[src/rtl/tmr_clk_sel_ctrl_if.sv]
// Bus between the timer front-end and the clock-select controller.
// The i_/o_ prefixes are from the controller's point of view.
interface tmr_clk_sel_ctrl_if;
   logic [3:0] i_clk_in;
   logic       i_tmr_en;
   logic       i_cks_wr;
   logic [1:0] i_cks_wdata;
   logic       o_cnt_en;
   logic [1:0] o_cks_cur;
   logic       o_sw_busy;
   logic       o_wr_err;
   logic       o_clk_fault;

   modport master (
      output i_clk_in, i_tmr_en, i_cks_wr, i_cks_wdata,
      input  o_cnt_en, o_cks_cur, o_sw_busy, o_wr_err, o_clk_fault
   );

   modport slave (
      input  i_clk_in, i_tmr_en, i_cks_wr, i_cks_wdata,
      output o_cnt_en, o_cks_cur, o_sw_busy, o_wr_err, o_clk_fault
   );
endinterface

[src/rtl/tmr_clk_sel_ctrl.sv]
// Timer clock-source selector: turns rises of the selected divided clock into 1-cycle count
// enables, switches sources glitch-free (drain old tick, align on new) and flags stalled sources.
module tmr_clk_sel_ctrl #(
   parameter int unsigned TIMEOUT = 64
) (
   input  logic              i_sys_clk,
   input  logic              i_sys_rst_n,
   tmr_clk_sel_ctrl_if.slave bus
);
   localparam int unsigned CntW = $clog2(TIMEOUT + 1);

   typedef enum logic [1:0] {StIdle, StRun, StSwDrain, StSwArm} state_e;

   state_e          r_state, w_state_nxt;
   logic [3:0]      r_clk_d;
   logic [1:0]      r_cks_cur, w_cks_nxt;
   logic [1:0]      r_pend, w_pend_nxt;
   logic [CntW-1:0] r_cnt, w_cnt_nxt;
   logic            r_cnt_en, w_cnt_en_nxt;
   logic            r_wr_err, w_wr_err_nxt;
   logic            r_clk_fault, w_fault_nxt;
   logic [3:0]      w_rise;
   logic            w_rise_cur, w_timeout, w_busy;

   assign w_rise     = bus.i_clk_in & ~r_clk_d;
   assign w_rise_cur = w_rise[r_cks_cur];
   assign w_busy     = (r_state == StSwDrain) || (r_state == StSwArm);
   assign w_timeout  = (r_cnt == CntW'(TIMEOUT - 1)) && !w_rise_cur;

   always_comb begin
      w_state_nxt  = r_state;
      w_cks_nxt    = r_cks_cur;
      w_pend_nxt   = r_pend;
      w_cnt_nxt    = '0;
      w_cnt_en_nxt = 1'b0;
      w_wr_err_nxt = w_busy && bus.i_cks_wr;
      w_fault_nxt  = r_clk_fault;
      if (r_state == StIdle) begin
         if (bus.i_cks_wr) begin
            w_cks_nxt   = bus.i_cks_wdata;
            w_fault_nxt = 1'b0;
         end
         if (bus.i_tmr_en) w_state_nxt = StRun;
      end else if (w_timeout) begin
         w_fault_nxt = 1'b1;
         w_state_nxt = StIdle;
      end else if (!bus.i_tmr_en) begin
         // Disable wins; a pending switch completes immediately.
         w_state_nxt  = StIdle;
         w_cnt_en_nxt = w_rise_cur && (r_state != StSwArm);
         if (w_busy) begin
            w_cks_nxt = r_pend;
         end else if (bus.i_cks_wr) begin
            w_cks_nxt   = bus.i_cks_wdata;
            w_fault_nxt = 1'b0;
         end
      end else begin
         w_cnt_nxt = w_rise_cur ? '0 : r_cnt + CntW'(1);
         unique case (r_state)
            StRun: begin
               w_cnt_en_nxt = w_rise_cur;
               if (bus.i_cks_wr && (bus.i_cks_wdata != r_cks_cur)) begin
                  w_pend_nxt  = bus.i_cks_wdata;
                  w_state_nxt = StSwDrain;
                  w_cnt_nxt   = '0;
               end
            end
            StSwDrain: begin
               if (w_rise_cur) begin
                  w_cnt_en_nxt = 1'b1;
                  w_cks_nxt    = r_pend;
                  w_state_nxt  = StSwArm;
               end
            end
            StSwArm: begin
               // First new-source rise only aligns phase.
               if (w_rise_cur) w_state_nxt = StRun;
            end
            default: ;
         endcase
      end
   end

   always_ff @(posedge i_sys_clk) begin
      if (!i_sys_rst_n) begin
         r_state     <= StIdle;
         r_clk_d     <= '0;
         r_cks_cur   <= '0;
         r_pend      <= '0;
         r_cnt       <= '0;
         r_cnt_en    <= 1'b0;
         r_wr_err    <= 1'b0;
         r_clk_fault <= 1'b0;
      end else begin
         r_state     <= w_state_nxt;
         r_clk_d     <= bus.i_clk_in;
         r_cks_cur   <= w_cks_nxt;
         r_pend      <= w_pend_nxt;
         r_cnt       <= w_cnt_nxt;
         r_cnt_en    <= w_cnt_en_nxt;
         r_wr_err    <= w_wr_err_nxt;
         r_clk_fault <= w_fault_nxt;
      end
   end

   assign bus.o_cnt_en    = r_cnt_en;
   assign bus.o_cks_cur   = r_cks_cur;
   assign bus.o_sw_busy   = w_busy;
   assign bus.o_wr_err    = r_wr_err;
   assign bus.o_clk_fault = r_clk_fault;
endmodule

[src/flat_wrapper.sv]
// flat-port wrapper written by rule: the top's interface ports become plain ports
module tmr_clk_sel_ctrl_flat 
#(
   parameter int unsigned TIMEOUT = 64
)
  (i_sys_clk, i_sys_rst_n, bus_i_clk_in, bus_i_tmr_en, bus_i_cks_wr, bus_i_cks_wdata, bus_o_cnt_en, bus_o_cks_cur, bus_o_sw_busy, bus_o_wr_err, bus_o_clk_fault);
  tmr_clk_sel_ctrl_if bus_i ();
  input  logic i_sys_clk;
  input  logic i_sys_rst_n;
  input wire logic [$bits(bus_i.i_clk_in)-1:0] bus_i_clk_in;
  input wire logic [$bits(bus_i.i_tmr_en)-1:0] bus_i_tmr_en;
  input wire logic [$bits(bus_i.i_cks_wr)-1:0] bus_i_cks_wr;
  input wire logic [$bits(bus_i.i_cks_wdata)-1:0] bus_i_cks_wdata;
  output wire logic [$bits(bus_i.o_cnt_en)-1:0] bus_o_cnt_en;
  output wire logic [$bits(bus_i.o_cks_cur)-1:0] bus_o_cks_cur;
  output wire logic [$bits(bus_i.o_sw_busy)-1:0] bus_o_sw_busy;
  output wire logic [$bits(bus_i.o_wr_err)-1:0] bus_o_wr_err;
  output wire logic [$bits(bus_i.o_clk_fault)-1:0] bus_o_clk_fault;
  assign bus_i.i_clk_in = bus_i_clk_in;
  assign bus_i.i_tmr_en = bus_i_tmr_en;
  assign bus_i.i_cks_wr = bus_i_cks_wr;
  assign bus_i.i_cks_wdata = bus_i_cks_wdata;
  assign bus_o_cnt_en = bus_i.o_cnt_en;
  assign bus_o_cks_cur = bus_i.o_cks_cur;
  assign bus_o_sw_busy = bus_i.o_sw_busy;
  assign bus_o_wr_err = bus_i.o_wr_err;
  assign bus_o_clk_fault = bus_i.o_clk_fault;
  tmr_clk_sel_ctrl #(.TIMEOUT(TIMEOUT)) u_core (.i_sys_clk(i_sys_clk), .i_sys_rst_n(i_sys_rst_n), .bus(bus_i));
endmodule
[config.mk]
export PLATFORM = sky130hd
export DESIGN_NAME = tmr_clk_sel_ctrl_flat
export DESIGN_NICKNAME = d
export VERILOG_FILES = /design/src/rtl/tmr_clk_sel_ctrl_if.sv /design/src/rtl/tmr_clk_sel_ctrl.sv /design/src/flat_wrapper.sv
export SDC_FILE = /design/constraint.sdc
export NUM_CORES = 1
export LEC_CHECK = 0
export CAP_MARGIN = 20
export CORE_AREA = 2 2 49 51
export CTS_CLUSTER_DIAMETER = 150
export DETAILED_ROUTE_END_ITERATION = 16
export DIE_AREA = 0 0 51 53
export PLACE_DENSITY = 0.74
export SLEW_MARGIN = 15
export SYNTH_ARGS = -nofsm -noshare
export SYNTH_HDL_FRONTEND = slang
export SYNTH_SLANG_ARGS = --single-unit
[constraint.sdc]
create_clock -name i_sys_clk -period 2.7 [get_ports i_sys_clk]
set_input_delay 0.54 -clock i_sys_clk [delete_from_list [all_inputs] [get_ports i_sys_clk]]
set_output_delay 0.54 -clock i_sys_clk [all_outputs]
set_load 0.02 [all_outputs]
# Yosys cells after proc, flatten, opt, wreduce, memory -nomap -nowiden
# Index checks and enable logic that the tools add are counted.
[op_classes]
shift = 0
n_mul = 0
div_mod_pow = 0
addsub = 1
eq_ne = 16
n_bitwise = 6
n_lt_le_gt_ge = 1
reduce_logical = 13
n_mux = 28
[op_table]
columns = ["cell", "count"]
rows = [
  ["2-bit 2-to-1 mux", 14],
  ["7-bit 2-to-1 mux", 3],
  ["5-bit by 3-bit != test with 1-bit output (second input constant)", 2],
  ["5-bit AND reduction", 2],
  ["3-bit by 1-bit != test with 1-bit output (second input constant)", 3],
  ["1-bit 2-to-1 mux", 8],
  ["7-bit by 1-bit adder with 7-bit output (second input constant)", 1],
  ["7-bit by 6-bit == test with 1-bit output (second input constant)", 1],
  ["2-bit != test (second input constant)", 3],
  ["6-bit by 1-bit != test with 1-bit output (second input constant)", 1],
  ["2-bit case mux with 3 select lines", 1],
  ["5-bit by 2-bit != test with 1-bit output (second input constant)", 1],
  ["4-bit bitwise AND", 1],
  ["2-bit == test (second input constant)", 2],
  ["1-bit logical AND", 4],
  ["1-bit NOT", 4],
  ["4-bit NOT", 1],
  ["4-bit OR reduction", 1],
  ["2-bit by 3-bit less-than comparator with 1-bit output (second input constant)", 1],
  ["3-bit by 2-bit != test with 1-bit output (second input constant)", 1],
  ["3-bit AND reduction", 1],
  ["3-bit OR reduction", 1],
  ["1-bit binary-select mux with 2-bit select", 1],
  ["2-bit by 1-bit == test with 1-bit output (second input constant)", 1],
  ["other kinds (6)", 6],
]
[totals]
mem_bits_rw = 0
mem_bits_ro = 0
out_inout_bits = 6
latchBits = 0
register_bits = 20
in_bits = 10
mem_count = 0

# Depth between registers and ports, before layout
[depth]
ltp_word = 9
ltp_mapped = 7
ltp_nobuf = 7

# Worst setup path after synthesis
# OpenSTA, ideal clock, no wires.
[synth_timing]
kind = "reg2reg"
startpoint = "reg u_core.r_cks_cur[1] (netlist: u_core.bus.o_cks_cur[1])"
endpoint = "reg u_core.r_state[1]"
path_buffers = 0
required_time_ps = 2626
stages_incl_launch_ff = 6
t_arrival_ps = 1989
path_slack_ps = 637
cell_sequence = "dfxtp_1 > and4bb_4 > nor4_4 > a31oi_2 > or4b_1 > a31oi_1"
[synth_between]
elab_chain_cells = 6
elab_cells_between_ends = 13
[synth_lines]
columns = ["item", "line_no", "rtl"]
rows = [
  ["start: declaration", "tmr_clk_sel_ctrl.sv:16", "logic [1:0] r_cks_cur, w_cks_nxt;"],
  ["start signal: assignment", "tmr_clk_sel_ctrl.sv:97", "r_cks_cur <= w_cks_nxt;"],
  ["1-bit binary-select mux with 2-bit select", "tmr_clk_sel_ctrl.sv:26", "assign w_rise_cur = w_rise[r_cks_cur];"],
  ["1-bit 2-to-1 mux (implied by the code)", "tmr_clk_sel_ctrl.sv:26", ""],
  ["1-bit logical NOT", "tmr_clk_sel_ctrl.sv:28", "assign w_timeout = (r_cnt == CntW'(TIMEOUT - 1)) && !w_rise_cur;"],
  ["1-bit logical AND", "tmr_clk_sel_ctrl.sv:28", ""],
  ["6-bit by 1-bit != test with 1-bit output (no source line) (tied with other cells)", "n/a", ""],
  ["5-bit AND reduction (no source line) / 2-bit 2-to-1 mux (equally long branches)", "n/a", ""],
  ["end signal: assignment", "tmr_clk_sel_ctrl.sv:86", "r_state <= StIdle;"],
  ["end signal: assignment", "tmr_clk_sel_ctrl.sv:95", "r_state <= w_state_nxt;"],
  ["end: declaration", "tmr_clk_sel_ctrl.sv:14", "state_e r_state, w_state_nxt;"],
]
# Parallel ways exist; a longest one is shown, timed or not. The select of a mux whose other input is x is not followed.
# A chain may end at the register's enable or synchronous reset.

# Worst setup path after layout
[layout_timing]
startpoint = "reg u_core.r_state[0]"
endpoint = "out bus_o_sw_busy"
[layout_between]
elab_chain_cells = 2
elab_cells_between_ends = 3
[layout_lines]
columns = ["item", "line_no", "rtl"]
rows = [
  ["2-bit == test", "tmr_clk_sel_ctrl.sv:27", "assign w_busy = (r_state == StSwDrain) || (r_state == StSwArm);"],
  ["1-bit logical OR (*)", "tmr_clk_sel_ctrl.sv:27", ""],
  ["end: declaration", "flat_wrapper.sv:16", "output wire logic [$bits(bus_i.o_sw_busy)-1:0] bus_o_sw_busy;"],
]
# Every way passes the cells marked *; elsewhere a longest branch is shown, timed or not.

==> metrics.md <==
| Metric | Value |
|---|---|
| Global Route Usage Sum | `between 10% and 20%` |
| Post-synth top area cell | `dfxtp_1` |
| Vias in the first global route | `roughly 850` |
| Synth top area share | `between 30% and 40%` |
| FF-to-FF setup slack | `between 500 and 600 ps` |
| Ordered cell list for the critical path | `inv_1 > ha_1 > or2_2 > clkdlybuf4s50_1` |
| Max Root-Sink Buffers | `2` |
| Die area | `~2700 um^2` |
| Seq pwr share | `between 30% and 40%` |
| PwrDens | `684 nW/um^2` |
| Total detailed-routing wirelength | `around 2100 um` |
| Critical path endpoint category | `output pin` |
| Max-Cap Viols | `0` |
| Cell variety after synth | `approximately 40` |
| CTS root buf | `clkbuf_4` |
| Total gr overflow | `0` |
| Status | `finished, final reports clean` |
| Ports | `16` |
| First-pass GRT wire length | `between 3000 and 4000 um` |
| Sw Share | `between 30% and 40%` |
| Clock H-tree levels | `1` |
| Ys flop type | `dfxtp_1` |
| Sequential area share after synthesis | `37.2%` |
| Unrepaired setup endpoints after global routing | `false` |
| Slew at the pin closest to its max-slew limit | `~530 ps` |
| Startpoint types | `register` |
| CTS Buf Count | `3` |
| CTS tree | `built` |
| Drt via density | `approximately 5.4` |
| Starting density of the core | `between 50% and 60%` |
| Critical R2R Capture | `u_core.r_state[1]` |
| DRC | `0` |
| Clk sink count | `20` |
| PortBufs | `15` |
| Met2 usage | `between 30% and 40%` |
| Final Hold Viols | `0` |
| WHS Path Cells | `1` |
| Final GP Congestion | `0.775` |
| WP data required | `2160 ps` |
| Top Usage Layer GRT | `met2` |
| Fin crit period | `between 2000 and 2500 ps` |
| Pre-antenna DRT Iters | `4` |
| Layout cells sized above 1 | `a little under an eighth` |
| #FFs+latches synth | `20` |
| Antenna violations before repair | `0` |
| Fin crit share | `91.8%` |
| Kind of critical path | `register to output pin` |
| R2R cell count | `5` |
| Delay of the slowest cell on the worst path | `~540 ps` |
| Normalized max-slew margin | `about 64%` |
| Leading post-synthesis cells by cell area | `dfxtp_1 37%, ha_1 7.0%, mux2_2 4.2%` |
| Slew Viols, Final | `0` |
| Total chip power | `a little under 0.9 mW` |
| Worst r2r src | `u_core.bus.o_cks_cur[1]` |
| Worst vdd ir | `about 0.51 mV` |
| Number of gates resized after cts | `0` |
| EDFF count, synth | `0` |
| Fmax achieved | `just over 400 MHz` |
| Wire length per cell | `roughly 13 um` |
| Hold Path Origin | `u_core.r_cnt[0]` |
| Hold EP | `u_core.r_cnt[0]` |
| Net Sw Power | `between 0.2 and 0.3 mW` |
| Synth Warn # | `0` |
| Average size of a mapped cell | `roughly 9.3 um^2` |
| Ys async rst share | `0%` |
| CTS Hold Bufs | `0` |
| Syn nets | `132` |
| # nets final | `149` |
| Die Wd | `around 50 um` |
| P_leak | `0.487 nW` |
| Std-Cell Rows | `17` |
| Starting DRC count in detailed routing | `10` |
| CTS clk-pin slew, worst paths | `110 ps` |
| Die height | `~53 um` |
| Worst Skew | `around 9.9 ps` |
| Antenna Violating Nets Remaining | `0` |
| Synth Cell Area | `roughly 1100 um^2` |
| Diode count | `0` |
| Largest net degree at the start of global routing | `13` |
| Setup violators final | `0` |
| Clock power share | `roughly 27%` |
| Cells after synthesis | `~120` |
| CP Max Fanout | `5` |
| CP Data Arrival Time | `approximately 1900 ps` |
| Via count | `just under 900` |
| P_int | `about 0.61 mW` |
| Crit-path slowest cell | `clkdlybuf4s50_1` |
| Post-CTS setup buffer count | `0` |
| HPWL after DPL | `around 1600 um` |
| Worst skew pair latency | `roughly 300 ps` |
| Area delta synth->final | `20.9%` |
| Worst hold path type | `register to register` |
| Fin Setup TNS | `0 ps` |
| Comb pwr share | `between 30% and 40%` |
| Post-synth top cells | `20 x dfxtp_1, 11 x nand2_1, 11 x nor2_1` |
| Number of fill cells | `roughly 190` |
| Top-count cell post-synth | `dfxtp_1` |
| Core Region | `2150 um^2` |
| Met1 Usage GRT | `21.4%` |
| M3 GR Usage | `5.37%` |
worst max-delay path: cells and delay by family (launching register included):
kind                       cells  cell delay [ps]
adders and majority gates      1              240
buffers and inverters          2              630
DFF                            1              430
and+or+nand+nor                1              330
per-layer routing:
layer	up-vias	part of all wire (%)
met3	0	5.7
met4	0	0
li1	447	-
met2	27	51
met1	396	43
met5	-	0
metrics by stage:
stage | worst slack [ps] | utilization (%) | std cells | cell area (um^2) | hold slack, ps
floorplan | 637 | - | 116 | 1080 | 418
global placement | 158 | 58.2 | 156 | 1250 | 434
detailed placement | 80.3 | 58.2 | 156 | 1250 | 438
CTS | 202 | 60.6 | 160 | 1300 | 461
global route | 114 | 60.6 | 160 | 1300 | 489
finish | 220 | 60.6 | 160 | 1300 | 460
how the worst max path moves through the flow:
stage | endpoint | startpoint | cells after the start
after floorplan | u_core.r_state[1] | u_core.bus.o_cks_cur[1] | 5
after global placement | u_core.r_state[1] | bus_i_clk_in[3] | 6
after detailed placement | u_core.r_state[1] | bus_i_clk_in[3] | 6
after CTS | bus_o_sw_busy | u_core.r_state[0] | 4
after global routing | bus_o_sw_busy | u_core.r_state[0] | 4
final | bus_o_sw_busy | u_core.r_state[0] | 4
layout make-up:
type	instances	area, um^2	area share (%)
Multi-Input combinational cell	87	642	49.3
Tap cell	28	35.0	2.69
Inverter	6	22.5	1.73
Clock buffer	3	22.5	1.73
Timing Repair Buffer	15	150	11.5
Clock inverter	1	30.0	2.31
Sequential cell	20	400	30.7
power by group through the flow:
stage / registers [mW] / clock network (mW) / logic (mW)
floorplan: 0.357 / 0 / 0.212
global placement: 0.355 / 0 / 0.290
detailed placement: 0.356 / 0 / 0.297
CTS: 0.350 / 0.244 / 0.300
global route: 0.355 / 0.254 / 0.334
finish: 0.350 / 0.240 / 0.301
state kept, by name (all words and copies together) (netlist names):
signal / cells
u_core.bus.o_wr_err: 1
u_core.bus.o_clk_fault: 1
u_core.bus.o_cnt_en: 1
u_core.bus.o_cks_cur: 2
u_core.r_clk_d: 4
u_core.r_state: 2
u_core.r_cnt: 7
u_core.r_pend: 2
cells by family (layout without fill, tap and decap cells):
logic type	Yosys count	in the layout	synth area share, %
AND/OR/NAND/NOR	46	46	26.8
AO/OA/AOI/OAI	21	21	13.0
flip-flops	20	20	37.2
buffers and inverters	9	25	3.25
multiplexers	8	8	7.90
adder cells (fa/ha/maj)	6	6	6.97
XOR/XNOR	6	6	4.88
placed cells by master (no fill, tap or decap), types with 2 or more instances in the layout:
| cell | n |
|---|---|
| inv_1 | 6 |
| and2_1 | 4 |
| dfxtp_1 | 20 |
| o211ai_1 | 2 |
| mux2i_1 | 4 |
| nand2_1 | 11 |
| xnor2_1 | 2 |
| clkdlybuf4s50_1 | 15 |
| xor2_1 | 4 |
| clkbuf_4 | 3 |
| a21oi_1 | 4 |
| a31oi_1 | 2 |
| nor2_1 | 11 |
| nand3_1 | 3 |
| o21ai_0 | 5 |
| mux2_2 | 4 |
| ha_1 | 6 |
| nor4_1 | 2 |
(Power assumes the default switching activity.)
